===== config.mk =====
export PLATFORM = sky130hd
export DESIGN_NAME = fetch_unit
export DESIGN_NICKNAME = d
export VERILOG_FILES = /design/src/rtl/fetch_unit.sv
export SDC_FILE = /design/constraint.sdc
export NUM_CORES = 1
export LEC_CHECK = 0
export ABC_AREA = 1
export BUFFER_PORTS_ARGS = -buffer_cell sky130_fd_sc_hd__buf_2
export CORE_ASPECT_RATIO = 2
export CORE_MARGIN = 2
export CORE_UTILIZATION = 30
export DETAILED_ROUTE_END_ITERATION = 8
export PLACE_DENSITY = 0.54
export REMOVE_ABC_BUFFERS = 1
export SYNTH_ARGS = -nofsm -noshare
export SYNTH_HDL_FRONTEND = slang
export SYNTH_SLANG_ARGS = --single-unit

===== constraint.sdc =====
create_clock -name clk -period 8.7 [get_ports clk]
set_input_delay 1.305 -clock clk [delete_from_list [all_inputs] [get_ports clk]]
set_output_delay 1.305 -clock clk [all_outputs]
set_load 0.005 [all_outputs]

===== src/rtl/fetch_unit.sv =====
// Instruction fetch unit: issues one outstanding memory read at a time and
// buffers {pc, data} results in a 2-entry FIFO toward decode.
module fetch_unit #(
    parameter int unsigned WIDTH  = 32,
    parameter int unsigned DATA_W = 32
) (
    input  logic              clk,
    input  logic              rst,
    input  logic [WIDTH-1:0]  pc_in,
    output logic              pc_en,
    output logic              mem_req_valid,
    output logic [WIDTH-1:0]  mem_req_addr,
    input  logic              mem_req_ready,
    input  logic              mem_rsp_valid,
    input  logic [DATA_W-1:0] mem_rsp_data,
    output logic              inst_valid,
    output logic [DATA_W-1:0] inst_data,
    output logic [WIDTH-1:0]  inst_pc,
    input  logic              inst_ready,
    input  logic              flush
);

    localparam int unsigned DEPTH = 2;

    typedef enum logic [1:0] {
        IDLE = 2'd0,
        REQ  = 2'd1,
        WAIT = 2'd2
    } state_t;

    state_t            state;
    state_t            state_nxt;
    logic [WIDTH-1:0]  pend_pc;
    logic              drop;
    logic [WIDTH-1:0]  fifo_pc   [DEPTH];
    logic [DATA_W-1:0] fifo_data [DEPTH];
    logic              wr_ptr;
    logic              rd_ptr;
    logic [1:0]        count;
    logic              accept;
    logic              push;
    logic              pop;

    assign accept = mem_req_valid && mem_req_ready;
    assign push   = (state == WAIT) && mem_rsp_valid && !drop && !flush;
    assign pop    = inst_valid && inst_ready;

    always_ff @(posedge clk or posedge rst) begin
        if (rst) begin
            state <= IDLE;
        end else begin
            state <= state_nxt;
        end
    end

    // Credit check: only request when the FIFO has room for the response.
    always_comb begin
        state_nxt = state;
        case (state)
            IDLE: begin
                if ((count < 2'd2) && !flush) begin
                    state_nxt = REQ;
                end
            end
            REQ: begin
                if (flush) begin
                    state_nxt = IDLE;
                end else if (accept) begin
                    state_nxt = WAIT;
                end
            end
            WAIT: begin
                if (mem_rsp_valid) begin
                    state_nxt = IDLE;
                end
            end
            default: state_nxt = IDLE;
        endcase
    end

    // Request channel and PC advance are combinational so the counter steps on the accepting edge.
    always_comb begin
        mem_req_valid = 1'b0;
        mem_req_addr  = '0;
        pc_en         = 1'b0;
        if ((state == REQ) && !flush) begin
            mem_req_valid = 1'b1;
            mem_req_addr  = pc_in;
            pc_en         = mem_req_ready;
        end
    end

    // A flush while waiting marks the in-flight response for discard.
    always_ff @(posedge clk or posedge rst) begin
        if (rst) begin
            pend_pc <= '0;
            drop    <= 1'b0;
        end else begin
            if (accept) begin
                pend_pc <= pc_in;
            end
            if (state == WAIT) begin
                drop <= mem_rsp_valid ? 1'b0 : (drop | flush);
            end else begin
                drop <= 1'b0;
            end
        end
    end

    always_ff @(posedge clk or posedge rst) begin
        if (rst) begin
            wr_ptr <= 1'b0;
            rd_ptr <= 1'b0;
            count  <= 2'd0;
        end else if (flush) begin
            wr_ptr <= 1'b0;
            rd_ptr <= 1'b0;
            count  <= 2'd0;
        end else begin
            if (push) begin
                wr_ptr <= ~wr_ptr;
            end
            if (pop) begin
                rd_ptr <= ~rd_ptr;
            end
            case ({push, pop})
                2'b10:   count <= count + 2'd1;
                2'b01:   count <= count - 2'd1;
                default: count <= count;
            endcase
        end
    end

    // Storage needs no reset; the head is masked while the FIFO is empty.
    always_ff @(posedge clk) begin
        if (push) begin
            fifo_pc[wr_ptr]   <= pend_pc;
            fifo_data[wr_ptr] <= mem_rsp_data;
        end
    end

    assign inst_valid = (count != 2'd0);
    assign inst_pc    = inst_valid ? fifo_pc[rd_ptr] : '0;
    assign inst_data  = inst_valid ? fifo_data[rd_ptr] : '0;

endmodule


Word level (Yosys, flattened, before mapping)
Memory sizes are Yosys's and may differ from the RTL's.
Cells that the tools add are included.
W data, S select, Z words.

word-level totals
  output and inout port bits = 99
  memories = 2
  register bits = 39
  input port bits = 70
  word-level logic and storage cells = 56
  bits in writable memories = 128

cells by class
  bitwise gates (word level) = 3
  multiplexer cells = 20
  reductions and logical operators = 15
  eq/ne operators = 7
  magnitude comparators = 1
  add/subtract/negate cells = 2

memories
  memory     depth  bits a word  read ports  clocked after Yosys merged registers in  write ports  RTL line  RTL
  fifo_data  2      32           1           0                                        1            36        logic [DATA_W-1:0] fifo_data [DEPTH];
  fifo_pc    2      32           1           0                                        1            35        logic [WIDTH-1:0] fifo_pc [DEPTH];

operators by type and width
  operator               count
  $mux W32               3
  $mux W1                10
  $mux W2                5
  $logic_and A1 B1 Y1    7
  $pmux W2 S3            1
  $reduce_bool A2 Y1     3
  $eq A2 B1 Y1 const B   2
  $eq A2 B2 Y1 const B   2
  $ne A2 B2 Y1 const B   2
  $pmux W2 S2            1
  $ne A3 B3 Y1 const B   1
  $reduce_and A3 Y1      1
  $reduce_bool A3 Y1     1
  $add A2 B1 Y2 const B  1
  $logic_not A1 Y1       2
  $logic_not A2 Y1       1
  $lt A2 B2 Y1 const B   1
  $not A1 Y1             2
  $sub A2 B1 Y2 const B  1
  $or A1 B1 Y1           1

Longest topological paths before layout
Gate-level depths: netlist (run 1).

  depth after elaboration = 7
  gate-level depth with buffers = 9
  gate-level depth less buffers = 9

Worst setup path before layout (run 1)
OpenSTA, ideal clock, no wires.

  path kind = input to register
  start point = input flush
  end point = memory fifo_data[0][0] (enable)
  path slack = 3.946 ns
  cell stages on the path = 3
  required time = 8.213 ns
  setup time = 0.487 ns
  arrival = 4.267 ns
  buffers on the path = 0
  path through = inv_2 nand3_1 nor2_1

on the way
  longest elaborated chain between the ends = 4

ends and longest elaborated chain
  what                           RTL line  RTL
  from (decl)                    20        input logic flush
  $logic_not A1 Y1               45        assign push = (state == WAIT) && mem_rsp_valid && !drop && !flush;
  $logic_and A1 B1 Y1            45
  $mux W1                        136       if (push) begin
  $mux W1 (not written as such)  138       fifo_data[wr_ptr] <= mem_rsp_data;
  to (decl)                      36

Every way passes these cells.

Worst setup path in the final report (run 1)
  start point = input flush
  end point = output pc_en

on the way
  longest elaborated chain between the ends = 3

ends and longest elaborated chain
  what                 RTL line  RTL
  $logic_not A1 Y1     86        if ((state == REQ) && !flush) begin
  $logic_and A1 B1 Y1  86
  $mux W1              86
  to (decl)            10        output logic pc_en,

Every way passes these cells.

==> metrics.md, run 1 <==
| Metric | Value |
|---|---|
| Largest net degree at the start of global routing | 67 |
| Routed WL | around 15000 µm |
| Clock sink count | approximately 170 |
| Layout cells sized above 1 | 30.3% |
| Clock-pin slew on the worst setup and hold paths | ~0.06 ns |
| RSZ-0062 raised after global routing | no |
| Via count | between 4000 and 5000 |
| H-tree depth | 4 |
| Clk_lat worst skew | around 0.43 ns |
| Setup Skew | 0.00904 ns |
| Leading post-synthesis cells by cell area | edfxtp_1 58%, dfrtp_1 15%, nand2_1 10% |
| Core Util, Final | between 30% and 40% |
| Final Instance Area | 0.00819 mm² |
| Hold buffer count at CTS | 0 |
| TritonCTS Buffers | 17 |
| Fin crit share | 47.0% |
| CP Data Required Time | about 7.4 ns |
| Max incr delay on CP | ~0.56 ns |
| DR DRC count | 0 |
| Via density | 4.33 |
| Post-synth top area share | about three fifths |
| Final worst path period need | a little over 4 ns |
| Post-cts sizing count | 0 |
| Row Count | 76 |
| Fin nets | around 800 |
| Post-CTS setup buffer count | 0 |
| Peak VDD IR | between 0.0001 and 0.00015 V |
| Total gr overflow | 0 |
| CTS tree | yes |
| Leakage | around 3.6 nW |
| Ant. Diodes | 0 |
| Worst EP arrival | approximately 2.8 ns |
| Endpoints failing setup | 0 |
| Slew headroom | between 30% and 40% |
| Root Buffer | clkbuf_16 |
| Final Slew Violations | 0 |
| Global-route wire length before repair | ~23000 µm |
| Number of DRC markers in iteration 0 | between 150 and 200 |
| # IOs | 169 |
| GR Util met1 | between 10% and 20% |
| Final Wtd Congestion | 0.731 |
| Setup tns final | 0 ns |
| Register Area | about 0.0048 mm² |
| MaxCap Viol Count | 0 |
| Final hold vios | 0 |
| Clock Tree Buf Depth | 2 |
| Die height | 214 µm |
| DP Area | about 0.0077 mm² |
| Crit Path Class | primary input to output pin |
| Drt pass-1 iters | 4 |
| Initial antenna violation count | 0 |
| Hold Path Class | flop to flop |
| Die area | around 0.023 mm² |
| ANT nets after route | 0 |
| Seq/Total Area, Yosys | between 70 and 80% |
| Critical path startpoint category | primary input |
| Fillcell total | roughly 2100 |
| Status | finished, final reports clean |
| Yosys warns | 0 |
| IO Port Bufs | around 170 |
| Met2 global-route usage | approximately 25% |
| GRT Total Usage | between 10% and 20% |
| Reg2reg setup slack | around 6.1 ns |
| Mapped cell area | roughly 0.0066 mm² |
| Die X | about 110 µm |
| Total Power | 1.84 mW |
| Mean post-synth cell area | approximately 12 µm² |
| Met3 usage | approximately 2.2% |
| Initial Util | 30.5% |
| HPWL after detailed placement | just under 10000 µm |
| Critical path cell sequence | buf_2 > inv_2 > nand3_4 > inv_2 > nand2_2 > buf_4 > inv_1 > buf_2 |
| Worst-path fanout max | 66 |
| Vias in the first global route | between 4000 and 5000 |
| Power Dens Cells | 224 mW/mm² |
| Crit. End Element | output pin |
| P&R area growth vs syn | 24.3% |
| Worst Max-Slew Pin Slew | roughly 0.9 ns |
| Post-synth cell types | 18 |
| Area of the multi-input gates | ~0.0014 mm² |
| Worst setup margin | 4.61 ns |
| Core box area | roughly 0.022 mm² |
| Gate Count Post-Synth | between 500 and 600 |
| CP max-delay cell | buf_4 |
| Flops & latches, synth | about 170 |
| Worst slack, placed | 4.57 ns |
| DR WL/cell | 15.0 µm |
| Fmax | around 240 MHz |
| Global route hottest layer | met2 |
| Leading area contributor after synthesis | edfxtp_1 |
-- path summary, 6_finish.rpt --
path	start	to	depth (start not counted)
worst max-delay path	flush	pc_en	8
worst min-delay path	pend_pc[29]	fifo_pc[1][29]	0
worst max register to register	state[0]	fifo_data[0][25]	6
worst min register to register	pend_pc[29]	fifo_pc[1][29]	0
max in group asynchronous	rst	rd_ptr	2
min in group asynchronous	rst	pend_pc[12]	2
-- through the flow --
| stage | hold WS [ns] | instances |
|---|---|---|
| after floorplan | 0.442 | 539 |
| after CTS | 0.470 | 1018 |
| after global routing | 0.483 | 1018 |
| after global placement | 0.448 | 986 |
| final | 0.471 | 1018 |
| after detailed placement | 0.455 | 986 |
-- critical path: cells and delay by family --
family | cells | cell delay (ns)
simple gates | 2 | 0.39
buf+inv | 6 | 1.02
-- cells by family after synthesis --
family,after synthesis,synth area share (%)
simple gates,220,12.9
flops,167,73.1
compound gates,103,8.66
buf+inv,80,5.33
-- registers in the layout (all words and copies together), names as in the netlist --
signal     flops
count          2
drop           1
fifo_data     64
fifo_pc       64
pend_pc       32
rd_ptr         1
state          2
wr_ptr         1
-- cell usage after synthesis --
library cell  count
nand2_2           1
o21ai_0           5
nand2_1         176
edfxtp_1        128
clkbuf_1         15
inv_2             2
nand4_1           1
nand3_1           4
a21oi_1          67
nor2_1           37
inv_1            47
nand3_4           1
o21ai_2          14
o21ai_1          16
buf_2            11
buf_6             5
o21bai_1          1
dfrtp_1          39
-- cells in the final DEF (no fill, tap or decap) --
cell type   synthesis  layout
dfrtp_1            39      38
o21ai_0             5       5
o21ai_2            14      14
dfrtp_2             0       1
clkinv_1            0       1
a21oi_1            67      67
clkinvlp_4          0       6
nand3_4             1       1
clkbuf_16           0      17
buf_4               0       6
inv_1              47      44
nand3_1             4       4
o21ai_1            16      16
nand2_1           176     176
buf_2              11     168
nor2_4              0       2
clkinv_2            0       2
clkbuf_8            0       1
nand2_2             1       1
inv_6               0       2
edfxtp_1          128     128
nor2_1             37      35
inv_2               2       5
clkbuf_1           15       3
nand4_1             1       1
o21bai_1            1       1
-- power by group --
part / internal (mW) / switching, mW / total, mW
clock network: 0.372 / 0.305 / 0.676
registers: 0.955 / 0.0416 / 0.996
logic: 0.0665 / 0.0964 / 0.163
total: 1.39 / 0.443 / 1.84
-- layer usage --
metal	part of all wire, %	vias to the layer above	wire [µm]
li1	-	2218	-
met1	36	2044	5460
met2	57	117	8720
met3	3.7	25	559
met4	3.4	0	525
met5	0	-	0
-- area by class of cell --
cell class                      instances  area share [%]
Clock buffer                           21            5.50
Clock inverter                         11           0.931
Inverter                               49            2.24
Multi-Input combinational cell        323            17.5
Sequential cell                       167            58.8
Tap cell                              273            4.17
Timing Repair Buffer                  174            10.8
Power figures use the tool's default switching activity.
==> run 2: changes to the inputs <==
ABC_AREA = 0   (was 1)
PLACE_DENSITY = 0.56   (was 0.54)
clock period = 3.75 ns   (was 8.7 ns; I/O delays follow)
==> run 2 against run 1 <==
Via count fell by 11%. Die area is 2.4% higher. Utilization increased by 0.22 points. Non-clock buffer count is the same. Global-route usage decreased by 0.59 points. Total power grew 130%. Register-to-register slack worse by 5.0 ns. Clock-buffer cell count shrank 4. Sequential share of layout area fell by 1.6 points. Largest cell class unchanged. Highest routed layer is now met5.
==> metrics.md, run 2 <==
| Metric | Value |
|---|---|
| Status | finished, final reports clean (unchanged) |
| Crit Path Class | flop to output pin (was primary input to output pin) |
| Initial Util | 30.6% (was 30.5%) |
| Post-synth EDFFs | 128 (unchanged) |
| Core Util, Final | 38.2% (was 38.0%) |
| Root Buffer | clkbuf_16 (unchanged) |
| Setup Skew | 0.00602 ns (was 0.00904 ns) |
| TritonCTS Buffers | 17 (unchanged) |
| Leading cell types in the layout, fill and taps excluded | 168 x buf_2, 128 x edfxtp_1, 69 x nor2_1 (was 176 x nand2_1, 168 x buf_2, 128 x edfxtp_1) |
| HPWL after detailed placement | 9940 µm (was 9700 µm) |
| Setup tns final | 0 ns (unchanged) |
| P&R area growth vs syn | 24.8% (was 24.3%) |
| Switching Fraction | 22.5% (was 24.1%) |
| Fin nets | 652 (was 802) |
| Worst EP arrival | 2.30 ns (was 2.78 ns) |
| WP buf/inv | 1 (was 6) |
| Count leader, synth | edfxtp_1 (was nand2_1) |
| Final Wtd Congestion | 0.718 (was 0.731) |
| Drt pass-1 iters | 4 (unchanged) |
| Via density | 4.50 (was 4.33) |
| DR WL/cell | 17.0 µm (was 15.0 µm) |
| Clk_lat worst skew | 0.42 ns (was 0.43 ns) |
| GRT Total Usage | 12.8% (was 13.4%) |
| Largest net degree at the start of global routing | 65 (was 67) |
| Leakage | 3.44 nW (was 3.65 nW) |
| Fillcell total | 2080 (was 2137) |
| CP max-delay cell | dfrtp_1 (was buf_4) |
| Gate Count Post-Synth | 415 (was 570) |
| Peak VDD IR | 0.000221 V (was 0.000105 V) |
| Ant. Diodes | 0 (unchanged) |
| # IOs | 169 (unchanged) |
| Final Slew Violations | 0 (unchanged) |
| RSZ-0062 raised after global routing | no (unchanged) |
| Die area | 0.0238 mm² (was 0.0232 mm²) |
| Yosys warns | 0 (unchanged) |
| Clock sink count | 167 (unchanged) |
| Mean post-synth cell area | 16.3 µm² (was 11.6 µm²) |
| Synth Flop Type | edfxtp_1 (unchanged) |
| Hold Path Class | primary input to async pin (was flop to flop) |
| Seq/Total Area, Yosys | 71.4% (was 73.1%) |
| CTS tree | yes (unchanged) |
| Power Dens Cells | 502 mW/mm² (was 224 mW/mm²) |
| Combinational share of power | 7.2% (was 8.9%) |
| Number of DRC markers in iteration 0 | 193 (was 199) |
| Hold buffer count at CTS | 0 (unchanged) |
| Final hold vios | 0 (unchanged) |
| Worst-path fanout max | 39 (was 66) |
| Worst setup margin | 0.890 ns (was 4.61 ns) |
| Post-synth cell types | 32 (was 18) |
| Mapped cell area | 0.00675 mm² (was 0.00659 mm²) |
| IO Port Bufs | 168 (unchanged) |
| Flops & latches, synth | 167 (unchanged) |
| Commonest non-fill, non-tap cell in the layout | buf_2 (was nand2_1) |
| Post-synth ARST share | 23.4% (unchanged) |
| Total gr overflow | 0 (unchanged) |
| MaxCap Viol Count | 0 (unchanged) |
| Post-cts sizing count | 0 (unchanged) |
| Critical path cell sequence | and3_4 > buf_2 (was buf_2 > inv_2 > nand3_4 > inv_2 > nand2_2 > buf_4 > inv_1 > buf_2) |
| Vias in the first global route | 4248 (was 4227) |
| Die height | 216 µm (was 214 µm) |
| Routed WL | 14800 µm (was 15300 µm) |
| Register Area | 0.00482 mm² (about the same) |
| Worst Max-Slew Pin Slew | 1.06 ns (was 0.910 ns) |
| Critical path's top delay family | flip-flops (was buffers and inverters) |
| Row Count | 77 (was 76) |
| Leading post-synthesis cells by cell area | edfxtp_1 57%, dfrtp_1 14%, mux2i_1 9.6% (was edfxtp_1 58%, dfrtp_1 15%, nand2_1 10%) |
| Reg power frac | 53.4% (was 54.3%) |
| Core box area | 0.0221 mm² (was 0.0216 mm²) |
| Clock-pin slew on the worst setup and hold paths | 0.07 ns (was 0.06 ns) |
| Crit. End Element | output pin (unchanged) |
| Leading area contributor after synthesis | edfxtp_1 (unchanged) |
| Worst slack, placed | 1.06 ns (was 4.57 ns) |
| Post-synth top area share | 56.9% (was 58.3%) |
| Max incr delay on CP | 1.04 ns (was 0.56 ns) |
| Critical path startpoint category | flop (was primary input) |
| Post-CTS setup buffer count | 0 (unchanged) |
| Largest registers | fifo_data: 64 flops, fifo_pc: 64 flops, pend_pc: 32 flops (unchanged) |
| Via count | 3922 (was 4404) |
| Clock share of power | 39.4% (was 36.8%) |
| Switching pwr | 0.949 mW (was 0.443 mW) |
| Initial antenna violation count | 1 (was 0) |
| ANT nets after route | 0 (unchanged) |
| Endpoints failing setup | 0 (unchanged) |
| Fin crit share | between 70% and 80% |
| Top cells by count, synth | 128 x edfxtp_1, 70 x nor2_1, 65 x mux2i_1 (was 176 x nand2_1, 128 x edfxtp_1, 67 x a21oi_1) |
| Fmax | 350 MHz |
| Layout cells sized above 1 | 42.2% (was 30.3%) |
| Clock Tree Buf Depth | 2 (unchanged) |
| Global-route wire length before repair | 22400 µm (was 22700 µm) |
| Internal power | 3.28 mW (was 1.39 mW) |
| Final worst path period need | approximately 2.9 ns |
| H-tree depth | 4 (unchanged) |
| CP Data Required Time | 3.19 ns (was 7.39 ns) |
| Slew headroom | 29.6% (was 39.2%) |
| Area of the multi-input gates | 0.00176 mm² (was 0.00144 mm²) |
| DR DRC count | 0 (unchanged) |
| Die X | 110 µm (was 109 µm) |
## run 2: changes by cell type in the layout (fill, tap and decap cells not counted), moves of 5 or more
cell | previous run | this run
mux2i_1 | 0 | 65
mux2_4 | 0 | 28
and3_1 | 0 | 29
o21ai_1 | 16 | 0
a21oi_1 | 67 | 0
nor2_1 | 35 | 69
mux2_2 | 0 | 5
inv_1 | 44 | 2
nand2_1 | 176 | 1
o21ai_2 | 14 | 0
## run 2: stage by stage
stage | cell area (µm²) | instances | hold WS (ns) | power (mW)
2_1_floorplan | 6580 | 389 | 0.438 | 2.46
3_3_place_gp | 7850 | 839 | 0.449 | 2.58
3_5_place_dp | 7850 | 839 | 0.456 | 2.61
4_1_cts | 8420 | 871 | 0.295 | 4.28
5_1_grt | 8420 | 871 | 0.299 | 4.39
6_report | 8420 | 871 | 0.311 | 4.23
## run 2: power groups by stage
stage | logic [mW] | clock network, mW | registers [mW]
after detailed placement | 0.309 | 0 | 2.30
after CTS | 0.313 | 1.71 | 2.26
after global routing | 0.334 | 1.79 | 2.27
final | 0.307 | 1.66 | 2.26
after global placement | 0.301 | 0 | 2.28
after floorplan | 0.202 | 0 | 2.26
## run 2: layout make-up
class	count	share of cell area, %
inverters	3	0.134
multi-input cells	219	20.9
well taps	276	4.10
clock buffers	17	5.05
repair buffers	174	10.8
clock inverters	15	1.71
flip-flops and latches	167	57.3
## run 2: routing by layer
metal	GRT usage (%)	up-vias	wire length [µm]	part of all wire [%]
met5	0	-	11	0.074
met3	2.89	23	511	3.4
met2	24.0	89	8440	57
li1	-	1859	-	-
met1	12.5	1949	5400	36
met4	6.92	2	478	3.2
## run 2: worst paths after layout
check                                  from               end  slack [ns]  depth (start not counted)
hold reg to reg                 pend_pc[30]    fifo_pc[0][30]        0.47                          0
setup reg to reg                   state[0]  fifo_data[1][18]        1.10                          3
max in group asynchronous               rst            rd_ptr        2.81                          2
setup / recovery                   state[0]             pc_en        0.89                          2
hold / removal                          rst        pend_pc[4]        0.31                          2
min in group clk           mem_rsp_data[16]  fifo_data[1][16]        0.32                          1
## run 2: worst reg2reg max path: cells and delay by family, from the launching register on
kind             cells  cell delay (ns)
flip-flops           1             0.78
AND/OR/NAND/NOR      3             1.46
## run 2: kinds of logic after synthesis
group / synth area share (%)
simple gates: 8.21
buf+inv: 2.72
mux: 16.7
compound gates: 0.723
flops: 71.4
xor+xnor: 0.259
